`config.mk`:
```
export PLATFORM = sky130hd
export DESIGN_NAME = awgn_channel_iq_flat
export DESIGN_NICKNAME = d
export VERILOG_FILES = /design/src/rtl/awgn_pkg.sv /design/src/rtl/awgn_channel_iq_if.sv /design/src/rtl/gauss_noise_gen.sv /design/src/rtl/awgn_channel_iq.sv /design/src/flat_wrapper.sv
export SDC_FILE = /design/constraint.sdc
export NUM_CORES = 1
export LEC_CHECK = 0
export CAP_MARGIN = 20
export CORE_MARGIN = 1.5
export CORE_UTILIZATION = 40
export CTS_BUF_LIST = sky130_fd_sc_hd__clkbuf_2 sky130_fd_sc_hd__clkbuf_4 sky130_fd_sc_hd__clkbuf_8
export CTS_CLUSTER_SIZE = 40
export DETAILED_ROUTE_END_ITERATION = 8
export GPL_ROUTABILITY_DRIVEN = 0
export GPL_TIMING_DRIVEN = 0
export PLACE_DENSITY = 0.65
export SLEW_MARGIN = 10
export SYNTH_ARGS = -nofsm -noshare
export SYNTH_HDL_FRONTEND = slang
export SYNTH_SLANG_ARGS = --single-unit
```
`constraint.sdc`:
```
create_clock -name clk -period 7.4 [get_ports clk]
set_input_delay 1.48 -clock clk [delete_from_list [all_inputs] [get_ports clk]]
set_output_delay 1.48 -clock clk [all_outputs]
set_load 0.005 [all_outputs]
```
`src/rtl/awgn_pkg.sv`:
```
// Shared constants and LFSR helpers for the complex AWGN channel model.
// Sigma entries are round(256*sqrt(1/(2*10^(k/10)))) for k = 0..15 dB.
package awgn_pkg;

    localparam logic [31:0] LFSR_POLY = 32'h8020_0003;
    localparam int LFSR_STEPS = 8;
    localparam int BYTE_MEAN_SUM = 510;

    typedef logic [7:0] sigma_t;

    localparam sigma_t SIGMA_LUT [16] = '{
        8'd181, 8'd161, 8'd144, 8'd128,
        8'd114, 8'd102, 8'd91, 8'd81,
        8'd72, 8'd64, 8'd57, 8'd51,
        8'd45, 8'd41, 8'd36, 8'd32
    };

    function automatic logic [31:0] lfsr_step(
        input logic [31:0] s
    );
        return s[0] ? (s >> 1) ^ LFSR_POLY : s >> 1;
    endfunction

    function automatic logic [31:0] lfsr_adv(
        input logic [31:0] s
    );
        logic [31:0] t;
        t = s;
        for (int k = 0; k < LFSR_STEPS; k++) begin
            t = lfsr_step(t);
        end
        return t;
    endfunction

    function automatic logic [9:0] byte_sum(
        input logic [31:0] s
    );
        return 10'(s[7:0]) + 10'(s[15:8])
             + 10'(s[23:16]) + 10'(s[31:24]);
    endfunction

endpackage

```
`src/rtl/awgn_channel_iq_if.sv`:
```
// I/Q stream bundle: input side with per-sample controls, output side.
// The DUT is the slave; the producer/consumer pair is the master.
interface awgn_channel_iq_if #(
    parameter int DATA_W = 24
);
    logic                     in_valid;
    logic                     in_ready;
    logic signed [DATA_W-1:0] x_i;
    logic signed [DATA_W-1:0] x_q;
    logic [3:0]               snr_db;
    logic [2:0]               atten_shift;
    logic                     noise_en;
    logic                     out_valid;
    logic                     out_ready;
    logic signed [DATA_W-1:0] y_i;
    logic signed [DATA_W-1:0] y_q;

    modport master (
        output in_valid, x_i, x_q, snr_db,
        output atten_shift, noise_en, out_ready,
        input  in_ready, out_valid, y_i, y_q
    );

    modport slave (
        input  in_valid, x_i, x_q, snr_db,
        input  atten_shift, noise_en, out_ready,
        output in_ready, out_valid, y_i, y_q
    );
endinterface

```
`src/rtl/gauss_noise_gen.sv`:
```
// LFSR-driven approximate Gaussian source: 8-step advance per sample,
// then four-byte sum re-centred to zero mean (CLT of uniform bytes).
module gauss_noise_gen
    import awgn_pkg::*;
#(
    parameter logic [31:0] SEED = 32'h0000_0001
) (
    input  logic               clk,
    input  logic               reset,
    input  logic               step,
    input  logic               load,
    output logic signed [10:0] n
);

    logic [31:0] lfsr;
    logic [9:0]  u;

    always_comb u = byte_sum(lfsr);

    always_ff @(posedge clk) begin
        if (reset) begin
            lfsr <= SEED;
            n    <= '0;
        end else begin
            if (step) lfsr <= lfsr_adv(lfsr);
            if (load) n <= 11'({1'b0, u}) - 11'(BYTE_MEAN_SUM);
        end
    end

endmodule

```
`src/rtl/awgn_channel_iq.sv`:
```
// Complex AWGN channel: attenuate, add scaled I/Q noise, saturate.
// Three-stage pipeline that advances as one unit under backpressure.
module awgn_channel_iq
    import awgn_pkg::*;
#(
    parameter int          DATA_W    = 24,
    parameter int          NOISE_RSH = 0,
    parameter logic [31:0] SEED_I    = 32'hACE1_2468,
    parameter logic [31:0] SEED_Q    = 32'h1357_BDF1
) (
    input  logic        clk,
    input  logic        reset,
    awgn_channel_iq_if.slave bus,
    output logic        sat_flag,
    output logic [31:0] sample_cnt
);

    localparam int SW = DATA_W + 1;

    logic adv, acc;
    logic v1, v2;
    logic ne1, ne2;
    sigma_t sg1, sg2;
    logic signed [DATA_W-1:0] xa1_i, xa1_q;
    logic signed [DATA_W-1:0] xa2_i, xa2_q;
    logic signed [10:0] n_i, n_q;
    logic signed [19:0] p_i, p_q, nz_i, nz_q;
    logic signed [SW-1:0] s_i, s_q;
    logic cl_i, cl_q;

    assign adv = !bus.out_valid || bus.out_ready;
    assign acc = bus.in_valid && adv;
    assign bus.in_ready = adv;

    gauss_noise_gen #(.SEED(SEED_I)) u_gen_i (
        .clk(clk), .reset(reset),
        .step(acc), .load(adv), .n(n_i)
    );

    gauss_noise_gen #(.SEED(SEED_Q)) u_gen_q (
        .clk(clk), .reset(reset),
        .step(acc), .load(adv), .n(n_q)
    );

    function automatic logic signed [DATA_W-1:0] clamp(
        input logic signed [SW-1:0] s
    );
        if (s[SW-1] == s[SW-2]) return s[DATA_W-1:0];
        if (s[SW-1]) return {1'b1, {(DATA_W-1){1'b0}}};
        return {1'b0, {(DATA_W-1){1'b1}}};
    endfunction

    // sigma is unsigned, so widen it with a zero sign bit
    always_comb begin
        p_i  = 20'(n_i) * 20'($signed({1'b0, sg2}));
        p_q  = 20'(n_q) * 20'($signed({1'b0, sg2}));
        nz_i = ne2 ? (p_i >>> NOISE_RSH) : '0;
        nz_q = ne2 ? (p_q >>> NOISE_RSH) : '0;
        s_i  = SW'(xa2_i) + SW'(nz_i);
        s_q  = SW'(xa2_q) + SW'(nz_q);
        cl_i = s_i[SW-1] != s_i[SW-2];
        cl_q = s_q[SW-1] != s_q[SW-2];
    end

    always_ff @(posedge clk) begin
        if (reset) begin
            v1            <= 1'b0;
            v2            <= 1'b0;
            bus.out_valid <= 1'b0;
            bus.y_i       <= '0;
            bus.y_q       <= '0;
            sat_flag      <= 1'b0;
            sample_cnt    <= '0;
        end else begin
            if (acc) sample_cnt <= sample_cnt + 32'd1;
            if (adv) begin
                v1            <= bus.in_valid;
                v2            <= v1;
                bus.out_valid <= v2;
                if (bus.in_valid) begin
                    xa1_i <= bus.x_i >>> bus.atten_shift;
                    xa1_q <= bus.x_q >>> bus.atten_shift;
                    sg1   <= SIGMA_LUT[bus.snr_db];
                    ne1   <= bus.noise_en;
                end
                if (v1) begin
                    xa2_i <= xa1_i;
                    xa2_q <= xa1_q;
                    sg2   <= sg1;
                    ne2   <= ne1;
                end
                if (v2) begin
                    bus.y_i <= clamp(s_i);
                    bus.y_q <= clamp(s_q);
                    if (cl_i || cl_q) sat_flag <= 1'b1;
                end
            end
        end
    end

endmodule
```
`src/flat_wrapper.sv`:
```
// flat-port wrapper written by rule: the top's interface ports become plain ports
module awgn_channel_iq_flat import awgn_pkg::*;
#(
    parameter int          DATA_W    = 24,
    parameter int          NOISE_RSH = 0,
    parameter logic [31:0] SEED_I    = 32'hACE1_2468,
    parameter logic [31:0] SEED_Q    = 32'h1357_BDF1
)
  (clk, reset, sat_flag, sample_cnt, bus_in_valid, bus_x_i, bus_x_q, bus_snr_db, bus_atten_shift, bus_noise_en, bus_out_ready, bus_in_ready, bus_out_valid, bus_y_i, bus_y_q);
  awgn_channel_iq_if #(.DATA_W(DATA_W)) bus_i ();
  input  logic clk;
  input  logic reset;
  output logic sat_flag;
  output logic [31:0] sample_cnt;
  input wire logic [$bits(bus_i.in_valid)-1:0] bus_in_valid;
  input wire logic [$bits(bus_i.x_i)-1:0] bus_x_i;
  input wire logic [$bits(bus_i.x_q)-1:0] bus_x_q;
  input wire logic [$bits(bus_i.snr_db)-1:0] bus_snr_db;
  input wire logic [$bits(bus_i.atten_shift)-1:0] bus_atten_shift;
  input wire logic [$bits(bus_i.noise_en)-1:0] bus_noise_en;
  input wire logic [$bits(bus_i.out_ready)-1:0] bus_out_ready;
  output wire logic [$bits(bus_i.in_ready)-1:0] bus_in_ready;
  output wire logic [$bits(bus_i.out_valid)-1:0] bus_out_valid;
  output wire logic [$bits(bus_i.y_i)-1:0] bus_y_i;
  output wire logic [$bits(bus_i.y_q)-1:0] bus_y_q;
  assign bus_i.in_valid = bus_in_valid;
  assign bus_i.x_i = bus_x_i;
  assign bus_i.x_q = bus_x_q;
  assign bus_i.snr_db = bus_snr_db;
  assign bus_i.atten_shift = bus_atten_shift;
  assign bus_i.noise_en = bus_noise_en;
  assign bus_i.out_ready = bus_out_ready;
  assign bus_in_ready = bus_i.in_ready;
  assign bus_out_valid = bus_i.out_valid;
  assign bus_y_i = bus_i.y_i;
  assign bus_y_q = bus_i.y_q;
  awgn_channel_iq #(.DATA_W(DATA_W), .NOISE_RSH(NOISE_RSH), .SEED_I(SEED_I), .SEED_Q(SEED_Q)) u_core (.clk(clk), .reset(reset), .bus(bus_i), .sat_flag(sat_flag), .sample_cnt(sample_cnt));
endmodule
```
==> results_dict.tcl <==
set metrics [dict create \
    run_status "complete, no violations" \
    fin_crit_sh_pct 97.24 \
    worstRegToRegCells 29 \
    clk_slew_on_worst_s_h_paths_ps 60 \
    hold_path.class "reg2reg" \
    drt_pass1_iterations 5 \
    postSynthAreaPerCell_sq_um 9.093 \
    synth.mux.area_fraction_pct 3.650 \
    fin_cells 3565 \
    areaGrowthSynthToFinish_pct 17.20 \
    io_pins 143 \
    setup_violations 0 \
    vias_per_cell 5.205 \
    rows 88 \
    critPathCaptureType "flip-flop" \
    die-width_um 244.1 \
    initial_cell_density_of_the_core_pct 40.36 \
    layout.cells.most_common "inv_1" \
    crit_path_start_kind "flip-flop" \
    synth_simple_gate_area_share_pct 15.12 \
    timing.max_slew.rel_slack_pct 27.30 \
    fmaxAchievable_mhz 139.0 \
    hpwlAfterDp_um 48740 \
    clock_insertion_delay_worst_skew_ps 620 \
    netlist_instances 2556 \
    synth-adder-area-share_pct 24.52 \
    portBuffers 139 \
    yosys_warnings 0 \
    grt_overflow_total 0 \
    first_global_vias 18744 \
    asyncSetResetFlopFracSynth_pct 0 \
    ys_dominant_reg_cell "dfxtp_1" \
    setup_slack_ps 204.2 \
    cts.path.max_buffers 3 \
    syn_area_sq_um 23240 \
    num-fill-cells 5393 \
    worst_pin_slew_ps 1091 \
    critical_path.max_fanout 10 \
    synth_xor_xnor_area_share_pct 6.293 \
    grt_pass1_wl_um 98490 \
    cts_inserted_buffers 47 \
    cts_htree_levels 2 \
    synth.ff_latch_count 284 \
    post_drt_wl_per_cell_um 17.32 \
    rrSetupSlack_ps 200 \
    drv_cap 0 \
    largest_family_of_logic_cells_by_synthesized_area "adder cells" \
    dieHeight_um 244.1 \
    synth_edf_count 114 \
    floorplan.core_area_sq_um 57590 \
    drive_gt1_share_pct 10.93 \
    timing.rr.start "u_core.sg2[1]$_DFFE_PP_" \
    fin_worst_hold_slack_ps 395.3 \
    mappedNetlistNets 2949 \
    synth_area_leader_cell "edfxtp_1" \
    cp_num_buf_inv 6 \
    commonest_non_fill_non_tap_cells_in_the_layout "inv_1 (328), nand2_1 (248), nor2_1 (205)" \
    synth.distinct_cells 78 \
    timing.critical_path.depth 29 \
    endpoint_of_the_worst_register_to_register_path "u_core.sat_flag$_SDFFE_PP0P_" \
    crit_slowest_cell "fa_2" \
    critical_path.top_delay_family "adder cells" \
    critical_path_required_ps 7950 \
    multi_input_area_sq_um 15100 \
    placedCellCount 3468 \
    finalMaxSlewViolations 0 \
    final_nets 3153 \
    holdBufCountCts 0 \
    drt_first_iter_violations 1129 \
    drt_wl_total_um 61730 \
    critical_path_arrival_ps 7740 \
    drcViolationCount 0 \
    cts-root-buf "clkbuf_8" \
    route.vias.total 18555 \
    crit_path_end "u_core.sat_flag$_SDFFE_PP0P_" \
    min_period_ps 7196 \
    worst_clock_skew_ps 29.46 \
    ys_seq_area_share_pct 29.37 \
    critical_path_class "reg2reg" \
    hold_viol 0 \
    synth_top_cell_area_share_pct 14.73 \
    cts_tree "built" \
    synth_compound_area_share_pct 13.52 \
    timing.critical_path.slowest_cell_delay_ps 570 \
    setup.worst_path.start "u_core.sg2[1]$_DFFE_PP_" \
    groute.usage.overall_pct 20.61 \
    design.die.area_sq_um 59560 \
    post-place-ws_ps -982.3 \
    detail-route-antenna-nets 0 \
    synth_top_cells_by_area "edfxtp_1 (15%), dfxtp_1 (15%), fa_1 (14%)" \
    area.sequential_sq_um 6832 \
    number_of_antenna_violations_at_the_first_check_in_global_routing 1 \
    grt_start_max_net_pins 30 \
    clock_sinks 284 \
]
## area by class of cell
| class | count | share of cell area [%] |
|---|---|---|
| multi-input cells | 1816 | 55.42 |
| flip-flops and latches | 284 | 25.08 |
| repair buffers | 165 | 6.003 |
| inverters | 334 | 4.602 |
| well taps | 765 | 3.514 |
| clock buffers | 62 | 2.880 |
| plain buffers | 112 | 1.980 |
| clock inverters | 26 | 0.5099 |
| diodes | 1 | 0.009187 |
## layer usage
metal	part of all wire [%]	vias to the layer above	GRT usage, %
met2	48	534	34.57
met5	0	-	0
met4	4.1	0	8.642
met1	43	8982	26.74
met3	4.9	121	2.623
li1	-	8918	-
## cell families (layout without fill, tap and decap cells)
family	Yosys count	in the layout
fa+ha+maj	359	359
flops	284	284
xor+xnor	167	167
other cells	0	1
simple gates	751	751
compound gates	466	466
mux	73	73
buf+inv	456	699
## flip-flops by register name (all words and copies together), names as in the netlist, 8 cells and up
name	cells
u_core.u_gen_i.lfsr	32
u_core.sample_cnt	32
u_core.xa2_i	24
u_core.sg1	8
u_core.sg2	8
u_core.xa1_i	24
u_core.bus.y_i	24
u_core.u_gen_i.n	11
u_core.u_gen_q.n	11
u_core.u_gen_q.lfsr	32
u_core.bus.y_q	24
u_core.xa1_q	24
u_core.xa2_q	24
## metrics by stage
stage | area (sq um) | utilization [%] | setup TNS (ps)
finish | 27240 | 47.30 | 0
global route | 27240 | 47.30 | -207.8
CTS | 26810 | 46.55 | 0
detailed placement | 25690 | 44.62 | -25350
global placement | 25590 | 44.44 | -163670
floorplan | 23240 | - | 0
## cell usage after synthesis (4+ instances only)
cell type,n
a21oi_1,136
buf_1,14
a31oi_1,9
nand3_1,26
clkbuf_1,97
o21ai_1,17
a21o_1,27
nor2_1,206
dfxtp_1,170
a31o_2,5
nand2_1,250
xnor2_1,98
xor2_1,69
o21bai_1,31
edfxtp_1,114
o21a_1,12
and3_1,29
inv_1,331
and2_1,112
a211oi_1,54
buf_2,5
o211ai_1,13
fa_1,166
mux2i_1,33
maj3_1,5
or3_1,14
or2_2,4
o31ai_1,5
nor2b_1,14
mux2_2,34
nand2b_1,18
nand3b_1,17
mux4_2,6
nor3_1,42
a21boi_0,4
ha_1,167
maj3_2,21
nand4_1,6
o21ai_0,79
a211oi_2,20
a211o_1,18
## how the worst min path moves through the flow
stage / slack (ps) / to / depth (start not counted) / from
6_report: 400 / u_core.xa2_i[17]$_DFFE_PP_ / 0 / u_core.xa1_i[17]$_DFFE_PP_
5_1_grt: 400 / u_core.xa2_i[17]$_DFFE_PP_ / 0 / u_core.xa1_i[17]$_DFFE_PP_
4_1_cts: 390 / u_core.xa2_i[17]$_DFFE_PP_ / 0 / u_core.xa1_i[17]$_DFFE_PP_
3_5_place_dp: 400 / u_core.sg2[0]$_DFFE_PP_ / 0 / u_core.sg1[0]$_DFFE_PP_
3_3_place_gp: 400 / u_core.xa2_q[18]$_DFFE_PP_ / 0 / u_core.xa1_q[18]$_DFFE_PP_
2_1_floorplan: 400 / u_core.ne2$_DFFE_PP_ / 0 / u_core.ne1$_DFFE_PP_
## timing repair
item,CTS,global route
cloned,0,0
pin swaps,6,23
endpoints found under the setup margin,49,49
setup buffers,5,12
resized for setup,47,94
Power is not shown: default switching activity piles up to over one toggle a cycle in this logic, so the estimate is an artifact.
